### src/rtl/ins_fetch_pkg.sv
// Shared definitions for the instruction fetch unit: sizes, opcodes, FSM states.
package ins_fetch_pkg;

  localparam int WORD_SIZE_DEF  = 8;
  localparam int INDEX_SIZE_DEF = 4;

  // Opcodes live in ir[7:4]
  localparam logic [3:0] OP_NOP  = 4'b0000;
  localparam logic [3:0] OP_ADD  = 4'b0001;
  localparam logic [3:0] OP_SUB  = 4'b0010;
  localparam logic [3:0] OP_NOR  = 4'b0011;
  localparam logic [3:0] OP_MOVR = 4'b0100;
  localparam logic [3:0] OP_MOVA = 4'b0101;
  localparam logic [3:0] OP_JZR  = 4'b0110;
  localparam logic [3:0] OP_JZI  = 4'b0111;
  localparam logic [3:0] OP_JNR  = 4'b1000;
  localparam logic [3:0] OP_ILL  = 4'b1001;
  localparam logic [3:0] OP_JNI  = 4'b1010;
  localparam logic [3:0] OP_SHL  = 4'b1011;
  localparam logic [3:0] OP_SHR  = 4'b1100;
  localparam logic [3:0] OP_LDI  = 4'b1101;
  localparam logic [3:0] OP_HALT = 4'b1111;

  typedef enum logic [1:0] {
    S_IDLE,
    S_FETCH,
    S_ISSUE,
    S_HALTED
  } state_t;

endpackage

### src/rtl/ins_next_pc.sv
// Next-PC resolution: sequential advance or conditional jump target.
module ins_next_pc
  import ins_fetch_pkg::*;
#(
  parameter int WORD_SIZE  = WORD_SIZE_DEF,
  parameter int INDEX_SIZE = INDEX_SIZE_DEF
) (
  input  logic [WORD_SIZE-1:0]  ir,
  input  logic [INDEX_SIZE-1:0] prog_count,
  input  logic [WORD_SIZE-1:0]  reg_data,
  input  logic                  acc_zero,
  input  logic                  acc_neg,
  output logic [INDEX_SIZE-1:0] next_pc,
  output logic                  taken
);

  logic [3:0]            opcode;
  logic [INDEX_SIZE-1:0] seq_pc;
  logic [INDEX_SIZE-1:0] imm_tgt;
  logic [INDEX_SIZE-1:0] reg_tgt;
  logic                  unused_bits;

  assign opcode  = ir[7:4];
  // Natural overflow of the PC width gives the wrap from last address to 0
  assign seq_pc  = prog_count + INDEX_SIZE'(1);
  assign imm_tgt = INDEX_SIZE'(ir[3:0]);
  assign reg_tgt = INDEX_SIZE'(reg_data[3:0]);

  // Only the low nibbles carry targets; wider words are ignored here
  assign unused_bits = ^{ir, reg_data};

  // Pick the jump target when the flag condition holds, else fall through
  always_comb begin
    taken   = 1'b0;
    next_pc = seq_pc;
    case (opcode)
      OP_JZR: if (acc_zero) begin taken = 1'b1; next_pc = reg_tgt; end
      OP_JZI: if (acc_zero) begin taken = 1'b1; next_pc = imm_tgt; end
      OP_JNR: if (acc_neg)  begin taken = 1'b1; next_pc = reg_tgt; end
      OP_JNI: if (acc_neg)  begin taken = 1'b1; next_pc = imm_tgt; end
      default: ;
    endcase
  end

endmodule

### src/rtl/ins_fetch.sv
// Instruction fetch/issue sequencer with valid/ready handshake to the datapath.
module ins_fetch
  import ins_fetch_pkg::*;
#(
  parameter int WORD_SIZE  = WORD_SIZE_DEF,
  parameter int INDEX_SIZE = INDEX_SIZE_DEF
) (
  input  logic                  clk,
  input  logic                  rst,
  input  logic                  start,
  output logic [INDEX_SIZE-1:0] prog_count,
  input  logic [WORD_SIZE-1:0]  ins_val,
  output logic [WORD_SIZE-1:0]  ir,
  output logic                  ins_valid,
  input  logic                  ins_ready,
  output logic [3:0]            reg_sel,
  input  logic [WORD_SIZE-1:0]  reg_data,
  input  logic                  acc_zero,
  input  logic                  acc_neg,
  output logic                  halted,
  output logic                  branch_taken,
  output logic                  illegal_op
);

  state_t                state, state_n;
  logic [INDEX_SIZE-1:0] pc_n;
  logic [INDEX_SIZE-1:0] jump_pc;
  logic                  jump_taken;
  logic                  ir_ld;
  logic                  hs;

  assign reg_sel = ir[3:0];
  assign hs      = (state == S_ISSUE) && ins_ready;

  ins_next_pc #(
    .WORD_SIZE  (WORD_SIZE),
    .INDEX_SIZE (INDEX_SIZE)
  ) u_next_pc (
    .ir         (ir),
    .prog_count (prog_count),
    .reg_data   (reg_data),
    .acc_zero   (acc_zero),
    .acc_neg    (acc_neg),
    .next_pc    (jump_pc),
    .taken      (jump_taken)
  );

  // State register; reset drops straight to IDLE so a pending issue is lost
  always_ff @(posedge clk or posedge rst) begin
    if (rst) state <= S_IDLE;
    else     state <= state_n;
  end

  // Next state, PC/IR update controls and the status outputs
  always_comb begin
    state_n      = state;
    pc_n         = prog_count;
    ir_ld        = 1'b0;
    ins_valid    = 1'b0;
    halted       = 1'b0;
    branch_taken = 1'b0;
    illegal_op   = 1'b0;
    case (state)
      S_IDLE: begin
        if (start) begin
          pc_n    = '0;
          state_n = S_FETCH;
        end
      end
      S_FETCH: begin
        ir_ld   = 1'b1;
        state_n = (ins_val[7:4] == OP_HALT) ? S_HALTED : S_ISSUE;
      end
      S_ISSUE: begin
        ins_valid = 1'b1;
        if (hs) begin
          pc_n         = jump_pc;
          branch_taken = jump_taken;
          illegal_op   = (ir[7:4] == OP_ILL);
          state_n      = S_FETCH;
        end
      end
      S_HALTED: begin
        halted = 1'b1;
        if (start) begin
          pc_n    = '0;
          state_n = S_FETCH;
        end
      end
      default: state_n = S_IDLE;
    endcase
  end

  // PC and IR hold steady through ISSUE until the handshake moves them on
  always_ff @(posedge clk or posedge rst) begin
    if (rst) begin
      prog_count <= '0;
      ir         <= '0;
    end else begin
      prog_count <= pc_n;
      if (ir_ld) ir <= ins_val;
    end
  end

endmodule

### config.mk
export PLATFORM = sky130hd
export DESIGN_NAME = ins_fetch
export DESIGN_NICKNAME = d
export VERILOG_FILES = /design/src/rtl/ins_fetch_pkg.sv /design/src/rtl/ins_next_pc.sv /design/src/rtl/ins_fetch.sv
export SDC_FILE = /design/constraint.sdc
export NUM_CORES = 1
export LEC_CHECK = 0
export ABC_AREA = 1
export CELL_PAD_IN_SITES_DETAIL_PLACEMENT = 1
export CELL_PAD_IN_SITES_GLOBAL_PLACEMENT = 1
export CORE_UTILIZATION = 46
export DETAILED_ROUTE_END_ITERATION = 12
export DONT_BUFFER_PORTS = 1
export HOLD_SLACK_MARGIN = 0.06
export PLACE_DENSITY_LB_ADDON = 0.05
export SKIP_LAST_GASP = 1
export SLEW_MARGIN = 0
export SYNTH_ARGS = -nofsm -noshare
export SYNTH_HDL_FRONTEND = slang
export SYNTH_HIERARCHICAL = 1
export SYNTH_SLANG_ARGS = --single-unit
### constraint.sdc
create_clock -name clk -period 2.9 [get_ports clk]
set_clock_uncertainty 0.2 [all_clocks]
set_input_delay 0.145 -clock clk [delete_from_list [all_inputs] [get_ports clk]]
set_output_delay 0.145 -clock clk [all_outputs]
set_load 0.02 [all_outputs]
### Word-level counts from Yosys, hierarchy flattened

Index checks and enable logic that the tools add are counted.

* add/subtract/negate cells: 1
* equality and inequality tests: 11
* muxes and demuxes: 22
* reductions and logical operators: 8

Operators by type and width (number)
* 4-bit 2-to-1 mux: 6
* 4-bit equality test (second input constant): 4
* 4-bit one-hot mux with 4 select lines: 1
* 1-bit 2-to-1 mux: 10
* 4-bit by 3-bit equality test with 1-bit output (second input constant): 2
* 4-bit one-hot mux with 2 select lines: 1
* 2-bit one-hot mux with 3 select lines: 1
* 2-bit OR reduction: 3
* 4-bit by 1-bit adder with 4-bit output (second input constant): 1
* 2-bit equality test (second input constant): 2
* 2-bit 2-to-1 mux: 2
* 3-bit AND reduction: 1
* 2-bit by 1-bit equality test with 1-bit output (second input constant): 1
* 2-bit logical NOT: 1
* 2-bit by 1-bit inequality test with 1-bit output (second input constant): 1
* 2-bit inequality test (second input constant): 1
* 1-bit one-hot mux with 2 select lines: 1
* 2-bit AND reduction: 1
* 2-bit nonzero test: 1
* 1-bit logical AND: 1

* bits in registers: 14
* output and inout bits: 20

### Logic depth before layout (Yosys ltp)

Gate-level depths: netlist (run 1).

* depth after elaboration: 5
* depth in mapped cells: 12
* depth with buffers taken out: 12

### Cells and area by module

Netlist (run 1), hierarchy kept.

Modules (own cells, without submodules)
* ins_fetch: times used 1, cells each 86, area an instance 768.2 sq um
* ins_next_pc: times used 1, cells each 80, area an instance 396.6 sq um

### Worst setup path after synthesis (run 1)

OpenSTA, ideal clock, no wires.

* kind: register -> output
* from: register state[0]
* to: output illegal_op
* arrival time: 1.381 ns
* required time: 2.555 ns
* slack: 1.174 ns
* cell stages (with the launch flop): 5
* path buffers: 0
* cell sequence: dfrtp_1 > inv_1 > ha_1 > nand2_2 > nor3_2

* cells in the longest elaborated chain, start to end: 4

RTL lines
* start, declared: RTL line ins_fetch.sv:25 `state_t state, state_n;`
* start signal, assigned: RTL line ins_fetch.sv:51 `else state <= state_n;`
* 2-bit equality test *: RTL line ins_fetch.sv:33, ins_fetch.sv:63
* 1-bit logical AND: RTL line ins_fetch.sv:33 `assign hs = (state == S_ISSUE) && ins_ready;`
* 1-bit 2-to-1 mux: RTL line ins_fetch.sv:76 `if (hs) begin`
* 1-bit 2-to-1 mux *: RTL line ins_fetch.sv:63 `case (state)`
* end, declared: RTL line ins_fetch.sv:22 `output logic illegal_op`

Every way passes the cells marked *; elsewhere a longest branch is shown, timed or not.

### Final worst setup path (run 1)

Ends and elaborated chain as after synthesis.

==> results of run 1 <==
## worst paths after layout
kind	start	end	slack, ns	cells after the start
max	state[0]	illegal_op	0.67	4
min	acc_neg	prog_count[3]	0.10	8
max reg2reg	state[0]	state[0]	0.69	7
min reg2reg	state[1]	state[1]	0.40	2
max in group asynchronous	rst	ir[0]	1.98	2
min in group asynchronous	rst	state[0]	0.14	2
## worst max-delay path, delay by kind of cell (launching register included)
| kind | cells | cell delay [ns] |
|---|---|---|
| flip-flops | 1 | 0.46 |
| AND/OR/NAND/NOR | 2 | 0.58 |
| adder cells (fa/ha/maj) | 1 | 0.43 |
| buffers and inverters | 1 | 0.12 |
## cells in the final DEF (no fill, tap or decap)
cell type,synthesis,routed
dlygate4sd3_1,0,14
ha_1,6,6
nor2_1,9,9
inv_2,5,5
a31oi_1,1,1
or2_0,2,2
nand4_1,4,4
mux2_1,6,6
nand3_1,14,14
o21ai_0,6,6
nor2_2,4,4
nand2_1,56,56
nand4_2,1,1
o21ai_4,1,1
dfrtp_1,14,14
a22oi_1,1,1
inv_1,19,19
clkbuf_4,0,3
nand2_2,3,3
nand3_2,3,3
or2_1,2,2
xnor2_1,1,1
nor3_2,1,1
o211ai_2,1,1
## area by class of cell
type / instances / share of cell area
multi-input combinational: 122 / 0.518
tap: 28 / 0.0265
timing repair buffer: 14 / 0.106
clock buffer: 3 / 0.0170
sequential: 14 / 0.265
inverter: 24 / 0.0681
## logic make-up (layout without fill, tap and decap cells)
| logic type | after synthesis | count (layout) |
|---|---|---|
| XOR/XNOR | 1 | 1 |
| adder cells (fa/ha/maj) | 6 | 6 |
| AO/OA/AOI/OAI | 10 | 10 |
| multiplexers | 6 | 6 |
| AND/OR/NAND/NOR | 99 | 99 |
| buffers and inverters | 30 | 41 |
| flip-flops | 14 | 14 |
## layer usage
layer / vias to the layer above / share of wire
li1: 546 / -
met1: 550 / 0.39
met2: 45 / 0.54
met3: 10 / 0.059
met4: 0 / 0.016
met5: - / 0
## Yosys cell counts, types with 2 or more instances
cell,n
ha_1,6
nor2_1,9
nand2_1,56
nand4_1,4
nor2_2,4
inv_1,19
o21ai_0,6
mux2_1,6
buf_4,4
inv_2,5
nand2_2,3
buf_2,2
or2_0,2
dfrtp_1,14
nand3_1,14
or2_1,2
nand3_2,3
## state kept, by name, summed over array words and instances (netlist names)
register / count
ir: 8
prog_count: 4
state: 2
## power groups by stage
stage	logic, mW	clock network, mW	registers, mW
after floorplan	0.660	0	0.498
after global placement	0.676	0	0.577
after detailed placement	0.713	0	0.586
after CTS	0.745	0.115	0.582
after global routing	0.849	0.124	0.603
final	0.765	0.116	0.585
==> flow_summary.yaml, run 1 <==
outcome:
  status: "finished, final reports clean"
clock_tree:
  cts_made_buffers: 3
  htree_levels: 1
  cts_max_path_buffers: 2
  cts.sinks: 14
  postCtsSetupRepairBufs: 0
  tritoncts: "built"
  postCtsHoldBufs: 14
  insertion_delay_ns: 0.29
  clk_pin_slew_ns: 0.09
  root_buffer: "clkbuf_4"
  cts_resized: 0
global_routing:
  grt_usage: 0.290
  grt_max_degree: 15
  grtUsageMet1: 0.293
  grt_pass1_wl_um: 5660
  grtUsageMet3: 0.0754
  first_global_vias: 1250
  grt_antenna_before_repair: 0
  overflow: 0
  use_met2: 0.565
  grt_busiest_layer: "met2"
yosys:
  yosys_warnings: 6
  syn_area_per_cell_um2: 7.02
  synth_area_mm2: 0.00116
  synth-xor-area-share: 0.00752
  synth_seq_area_share: 0.301
  synth-edff-count: 0
  syn_nets: 194
  ys.flop_type: "dfrtp_1"
  synth-compound-area-share: 0.0623
  yosysTopAreaCellShare: 0.301
  async_flop_share: 1.00
  synth-seq-cells: 14
  yosys.area_share.simple: 0.395
  synthAdderAreaFrac: 0.0644
  synth_top_family_by_area: "simple AND/OR/NAND/NOR gates"
  synthMuxAreaShare: 0.0580
  syn_inst: 166
  synth_cell_types: 24
  synthTopCellsByArea: "dfrtp_1 30%, nand2_1 18%, ha_1 6.4%"
  yosys.area.top_type: "dfrtp_1"
power:
  comb_power_share: 0.522
  p_sw_mw: 0.846
  internal_power_mw: 0.620
  switching_share: 0.577
  leakage_nw: 0.660
  ir_drop_mv: 0.756
  p_total_mw: 1.47
  power_frac_seq: 0.399
  power_density_mw_per_mm2: 1110
  clock_power_share: 0.079
worst_setup_path:
  path_cells: "inv_1 > ha_1 > nand2_2 > nor3_2"
  path_class: "reg -> out"
  cp.required_ns: 2.56
  max_stage_delay_ns: 0.46
  worstSetupEndpointType: "output pin"
  crit_path_top_delay_cell: "dfrtp_1"
  crit_fanout: 5
  arrival_ns: 1.88
  start_kind: "flop"
timing:
  period_share: 0.768
  hold_viol: 0
  worst_slack_ns: 0.673
  finalHoldWorstSlack_ns: 0.102
  period_needed_ns: 2.23
  fmax_ghz: 0.449
  setup_viol: 0
  finalMaxSlewViolations: 0
  worstMarginPinSlew_ns: 0.559
  finalSetupTns_ns: 0
  slew_headroom: 0.627
  rsz0062_at_grt: "no"
floorplan:
  ios: 42
  rows: 17
  start_util: 0.507
  core_mm2: 0.00230
  die-area_mm2: 0.00274
  die_height_um: 52.3
  die_w_um: 52.3
route:
  num_vias: 1151
  wl_per_cell_um: 17.0
  first_iter_violations: 19
  routed_wl_um: 3480
  route.detailed.drc: 0
  vias_per_cell: 5.61
  ant_nets: 0
  first_pass_iters: 5
place:
  dp_cells: 188
  port-buffer-count: 0
  hpwl_um: 2380
  place_area_mm2: 0.00116
  pre_cts_ws_ns: 0.988
  place.gp.congestion: 0.874
cells_and_area:
  area_growth_pct: 13.5
  fin_area_mm2: 0.00132
  stdcell_count: 205
  regArea_um2: 350
  n_antenna_cell: 0
  multiInputGateArea_um2: 684
  final_util: 0.576
  drive_gt1_frac: 0.124
  final_net_count: 207
  fillCellCount: 303
min_path:
  min_path_type: "in -> reg"
job:
  maxCapViolCount: 0
No activity file was read; power rests on OpenSTA's default activity.
==> inputs of run 2 (changes only) <==
--- a/config.mk
+++ b/config.mk
@@ -5,7 +5,7 @@
 export SDC_FILE = /design/constraint.sdc
 export NUM_CORES = 1
 export LEC_CHECK = 0
-export ABC_AREA = 1
+export ABC_AREA = 0
 export CELL_PAD_IN_SITES_DETAIL_PLACEMENT = 1
 export CELL_PAD_IN_SITES_GLOBAL_PLACEMENT = 1
 export CORE_UTILIZATION = 46
==> constraint.sdc (replaced) <==
create_clock -name clk -period 2.06 [get_ports clk]
set_clock_uncertainty 0.2 [all_clocks]
set_input_delay 0.103 -clock clk [delete_from_list [all_inputs] [get_ports clk]]
set_output_delay 0.103 -clock clk [all_outputs]
set_load 0.02 [all_outputs]
==> flow_summary.yaml, run 2 <==
outcome:
  status: "finished, final reports clean"
power:
  ir_drop_mv: 0.833
  power_density_mw_per_mm2: 1500
  internal_power_mw: 0.948
  clock_power_share: 0.090
  leakage_nw: 0.565
  p_sw_mw: 0.805
  power_frac_seq: 0.353
  switching_share: 0.459
  comb_power_share: 0.557
timing:
  setup_viol: 0
  period_needed_ns: 1.95
  rsz0062_at_grt: "no"
  fmax_ghz: 0.512
  slew_headroom: 0.616
  period_share: 0.949
  finalSetupTns_ns: 0
  finalMaxSlewViolations: 0
  hold_viol: 0
  worstMarginPinSlew_ns: 0.575
yosys:
  synth-seq-cells: 14
  async_flop_share: 1.00
  synthMostInstantiatedCell: "dfrtp_1"
  syn_nets: 115
  ys.flop_type: "dfrtp_1"
  synth-compound-area-share: 0.131
  synthMuxAreaShare: 0.204
  synth_seq_area_share: 0.353
  syn_area_per_cell_um2: 11.4
  synth_commonest_cells: "14 x dfrtp_1, 10 x mux2_2, 9 x mux2i_1"
  syn_inst: 87
  yosys_warnings: 6
  synth_area_um2: 993
  synth-xor-area-share: 0.0176
  synth_top_family_by_area: "multiplexers"
  synth-edff-count: 0
  yosys.area_share.simple: 0.142
  synth_cell_types: 30
  yosysTopAreaCellShare: 0.353
  synthTopCellsByArea: "dfrtp_1 35%, mux2_2 11%, mux2i_1 9.1%"
  yosys.area.top_type: "dfrtp_1"
  synthAdderAreaFrac: 0.0756
place:
  place.gp.congestion: 0.739
  dp_cells: 117
  port-buffer-count: 0
  hpwl_um: 1640
clock_tree:
  cts_resized: 0
  clk_pin_slew_ns: 0.09
  tritoncts: "built"
  cts_made_buffers: 3
  cts.sinks: 14
  insertion_delay_ns: 0.28
  root_buffer: "clkbuf_4"
  htree_levels: 1
  cts_max_path_buffers: 2
  postCtsSetupRepairBufs: 0
floorplan:
  die-area_mm2: 0.00235
  die_w_um: 48.5
  rows: 16
  core_mm2: 0.00200
  die_height_um: 48.5
  ios: 42
  start_util: 0.496
global_routing:
  grt_pass1_wl_um: 3740
  grt_antenna_before_repair: 0
  grt_max_degree: 15
  grt_usage: 0.211
  overflow: 0
  first_global_vias: 771
cells_and_area:
  drive_gt1_frac: 0.291
  top_regs: "ir (8), prog_count (4), state (2)"
  area_growth_pct: 17.5
  fillCellCount: 224
  stdcell_count: 130
  final_common_cell: "dfrtp_1"
  layout_common_cells: "14 x dfrtp_1, 10 x mux2_2, 10 x dlygate4sd3_1, 10 x buf_4, 9 x mux2i_1"
  top_register: "ir"
  final_net_count: 133
  largest_register_ffs: 8
  n_antenna_cell: 0
worst_setup_path:
  crit_path_top_delay_cell: "dfrtp_1"
  path_cells: "and3b_4 > nand2_4 > nand2_1 > and4_1"
  max_stage_delay_ns: 0.54
  crit_fanout: 7
  crit_family: "simple AND/OR/NAND/NOR gates"
  start_kind: "flop"
  arrival_ns: 1.65
  path_class: "reg -> out"
  rr_startpoint: "state[0]"
  rrSetupSlack_ns: 0.18
  crit_buf_inv: 0
  cp.required_ns: 1.76
  timing.rr.end: "state[0]"
  worstSetupEndpointType: "output pin"
  r2r.worst_path.cells: 5
route:
  routed_wl_um: 2220
  vias_per_cell: 5.70
  ant_nets: 0
  wl_per_cell_um: 17.1
  first_pass_iters: 2
  route.detailed.drc: 0
  first_iter_violations: 5
  num_vias: 741
job:
  maxCapViolCount: 0
min_path:
  min_path_type: "in -> async"
## run 2: changes by cell type after synthesis, sizes merged, moves of 5 or more
cell	change
nand2	-56
inv	-19
nand3	-15
nor2	-13
mux2i	+9
a21oi	+5
o21ai	-5
## run 2: per-stage QoR
stage          instance area [um2]  worst slack (ns)  hold WS (ns)  total power [mW]  utilization
6_report                      1170             0.105         0.107              1.75        0.583
5_1_grt                       1170            0.0209         0.129              1.88        0.583
4_1_cts                       1170            0.0928         0.113              1.77        0.583
3_5_place_dp                  1040             0.186        -0.127              1.60        0.522
3_3_place_gp                  1040             0.217        -0.141              1.56        0.522
2_1_floorplan                  993             0.251        -0.208              1.42            -
## run 2: how the worst max path moves through the flow
stage	end	depth (start not counted)	start
2_1_floorplan	prog_count[3]	8	ir[5]
3_3_place_gp	state[1]	5	state[0]
4_1_cts	branch_taken	4	ir[5]
3_5_place_dp	state[0]	5	state[0]
5_1_grt	branch_taken	4	ir[5]
6_report	branch_taken	4	ir[5]
## run 2: worst reg2reg max path: stages, from the launching register on
cell and delay, ns:
dfrtp_1 0.43, inv_1 0.09, ha_1 0.36, and2b_1 0.20, a21oi_2 0.15, mux2_2 0.35
## run 2: what timing repair did
| item | in CTS | in global routing |
|---|---|---|
| hold endpoints to repair | 28 | 0 |
| hold buffers | 10 | 0 |
| setup endpoints to repair | 0 | 0 |
## run 2: cell type report
class / instances / area, um2 / area share
Timing Repair Buffer: 20 / 175 / 0.150
Sequential cell: 14 / 350 / 0.300
Tap cell: 27 / 33.8 / 0.0289
Multi-Input combinational cell: 61 / 567 / 0.486
Inverter: 5 / 18.8 / 0.0161
Clock buffer: 3 / 22.5 / 0.0193
## run 2: metal layers
metal	vias to the layer above	GRT usage	share of wire
li1	351	-	-
met1	365	0.270	0.45
met2	21	0.345	0.48
met3	4	0.0472	0.051
met4	0	0.0882	0.018
met5	-	0	0
## run 2: kinds of logic after synthesis
| family | count (synthesis) |
|---|---|
| adder cells (fa/ha/maj) | 6 |
| buffers and inverters | 12 |
| XOR/XNOR | 2 |
| flip-flops | 14 |
| multiplexers | 19 |
| AND/OR/NAND/NOR | 17 |
| AO/OA/AOI/OAI | 17 |
## run 2: power by group through the flow
stage	Combinational, mW	Sequential, mW	Clock, mW
2_1_floorplan	0.769	0.649	0
6_report	0.976	0.619	0.158
5_1_grt	1.07	0.643	0.174
3_5_place_dp	0.972	0.626	0
4_1_cts	0.991	0.621	0.161
3_3_place_gp	0.941	0.617	0
==> inputs of run 3 (changes only) <==
--- a/config.mk
+++ b/config.mk
@@ -5,10 +5,11 @@
 export SDC_FILE = /design/constraint.sdc
 export NUM_CORES = 1
 export LEC_CHECK = 0
-export ABC_AREA = 0
+export ABC_AREA = 1
 export CELL_PAD_IN_SITES_DETAIL_PLACEMENT = 1
 export CELL_PAD_IN_SITES_GLOBAL_PLACEMENT = 1
-export CORE_UTILIZATION = 46
+export CORE_MARGIN = 3
+export CORE_UTILIZATION = 43
 export DETAILED_ROUTE_END_ITERATION = 12
 export DONT_BUFFER_PORTS = 1
 export HOLD_SLACK_MARGIN = 0.06
==> flow_summary.yaml, run 3 (synthesis gave the netlist of run 1 again) <==
worst_setup_path:
  arrival_ns: 1.54
  crit_path_top_delay_cell: "dfrtp_1"
  cp.required_ns: 1.76
  max_stage_delay_ns: 0.54
  worstSetupEndpointType: "output pin"
  rr_startpoint: "ir[6]"
  path_cells: "inv_2 > nand4_1 > nand2_1 > nand2_1 > nor2_1"
  cp-startpoint: "ir[4]"
  path_class: "reg -> out"
  start_kind: "flop"
  crit_family: "simple AND/OR/NAND/NOR gates"
  crit_top_cell: "nand2_1"
  crit_buf_inv: 1
  crit_fanout: 7
floorplan:
  start_util: 0.462
  die-area_mm2: 0.00337
  die_height_um: 58.0
  core_mm2: 0.00252
  die_w_um: 58.0
  ios: 42
  rows: 18
cells_and_area:
  layout_common_cells: "56 x nand2_1, 19 x inv_1, 14 x nand3_1, 14 x dfrtp_1, 13 x dlygate4sd3_1"
  top_register: "ir"
  final_net_count: 210
  n_antenna_cell: 0
  stdcell_count: 210
  largest_register_ffs: 8
  area_growth_pct: 15.5
  drive_gt1_frac: 0.144
  final_common_cell: "nand2_1"
  top_regs: "ir (8), prog_count (4), state (2)"
power:
  ir_drop_mv: 0.871
  leakage_nw: 0.675
  power_density_mw_per_mm2: 1530
clock_tree:
  cts_max_path_buffers: 2
  tritoncts: "built"
  cts_made_buffers: 3
  root_buffer: "clkbuf_4"
  htree_levels: 1
  insertion_delay_ns: 0.27
  cts.sinks: 14
  postCtsSetupRepairBufs: 0
  clk_pin_slew_ns: 0.08
timing:
  worstMarginPinSlew_ns: 0.548
  finalSetupTns_ns: 0
  period_needed_ns: 1.84
  period_share: 0.895
  fmax_ghz: 0.543
  worst_slack_ns: 0.217
  rsz0062_at_grt: "no"
  setup_viol: 0
  hold_viol: 0
  finalMaxSlewViolations: 0
  slew_headroom: 0.635
route:
  wl_per_cell_um: 16.4
  routed_wl_um: 3440
  first_pass_iters: 5
  num_vias: 1133
  vias_per_cell: 5.40
  ant_nets: 0
  first_iter_violations: 34
  route.detailed.drc: 0
min_path:
  min_path_type: "in -> reg"
  min_from: "reg_data[2]"
place:
  hpwl_um: 2490
  port-buffer-count: 0
  dp_cells: 194
  place.gp.congestion: 0.786
  pre_cts_ws_ns: 0.255
global_routing:
  grt_pass1_wl_um: 5690
  grt_usage: 0.220
  grt_max_degree: 15
  first_global_vias: 1205
  grt_antenna_before_repair: 0
  overflow: 0
outcome:
  status: "finished, final reports clean"
job:
  maxCapViolCount: 0
## run 3: cell count changes in the layout (fill, tap and decap cells not counted), moves of 5 or more
cell | before | now
nand2_1 | 2 | 56
inv_1 | 5 | 19
nand3_1 | 2 | 14
mux2_2 | 10 | 0
mux2i_1 | 9 | 0
nor2_1 | 0 | 9
buf_4 | 10 | 4
mux2_1 | 0 | 6
o21ai_0 | 0 | 6
inv_2 | 0 | 5
## run 3: report_power, final
group          total, mW  internal (mW)  leakage (nW)  switching (mW)
logic               1.14          0.421         0.489           0.723
registers          0.769          0.403         0.172           0.366
clock network      0.145         0.0675        0.0138          0.0780
## run 3: worst min-delay path: stages
cell,delay [ns]
nand2_1,0.04
nand2_1,0.05
nand2_1,0.07
o211ai_2,0.08
inv_1,0.05
nor2_1,0.04
nand3_1,0.07
nand2_1,0.04
## run 3: timing repair
| action | CTS | global route |
|---|---|---|
| hold buffers | 13 | 0 |
| resized for setup | 0 | 0 |
| hold endpoints to repair | 28 | 0 |
## run 3: final timing paths
kind | end | slack [ns] | cells after the start
worst max-delay path | branch_taken | 0.22 | 5
worst min-delay path | prog_count[2] | 0.11 | 8
worst max register to register | prog_count[1] | 0.24 | 11
worst min register to register | state[1] | 0.39 | 2
max in group asynchronous | ir[5] | 1.17 | 2
min in group asynchronous | state[0] | 0.12 | 2
## run 3: layout make-up
type / count / area [um2]
inverters: 24 / 90.1
clock buffers: 3 / 22.5
repair buffers: 17 / 160
well taps: 30 / 37.5
multi-input cells: 122 / 684
fillers: 337 / 1180
flip-flops and latches: 14 / 350
## run 3: metrics by stage
step	util	total power, mW	area (um2)	hold slack, ns
floorplan	-	1.63	1160	-0.208
global placement	0.473	1.82	1190	-0.139
detailed placement	0.473	1.87	1190	-0.134
CTS	0.533	2.06	1350	0.105
global route	0.533	2.25	1350	0.142
finish	0.533	2.06	1350	0.112
## run 3: layer usage
| layer | track usage | vias to the layer above | part of all wire |
|---|---|---|---|
| met4 | 0.0298 | 0 | 0.0055 |
| met2 | 0.398 | 39 | 0.51 |
| met1 | 0.272 | 540 | 0.43 |
| li1 | - | 552 | - |
| met3 | 0.0490 | 2 | 0.054 |
| met5 | 0 | - | 0 |
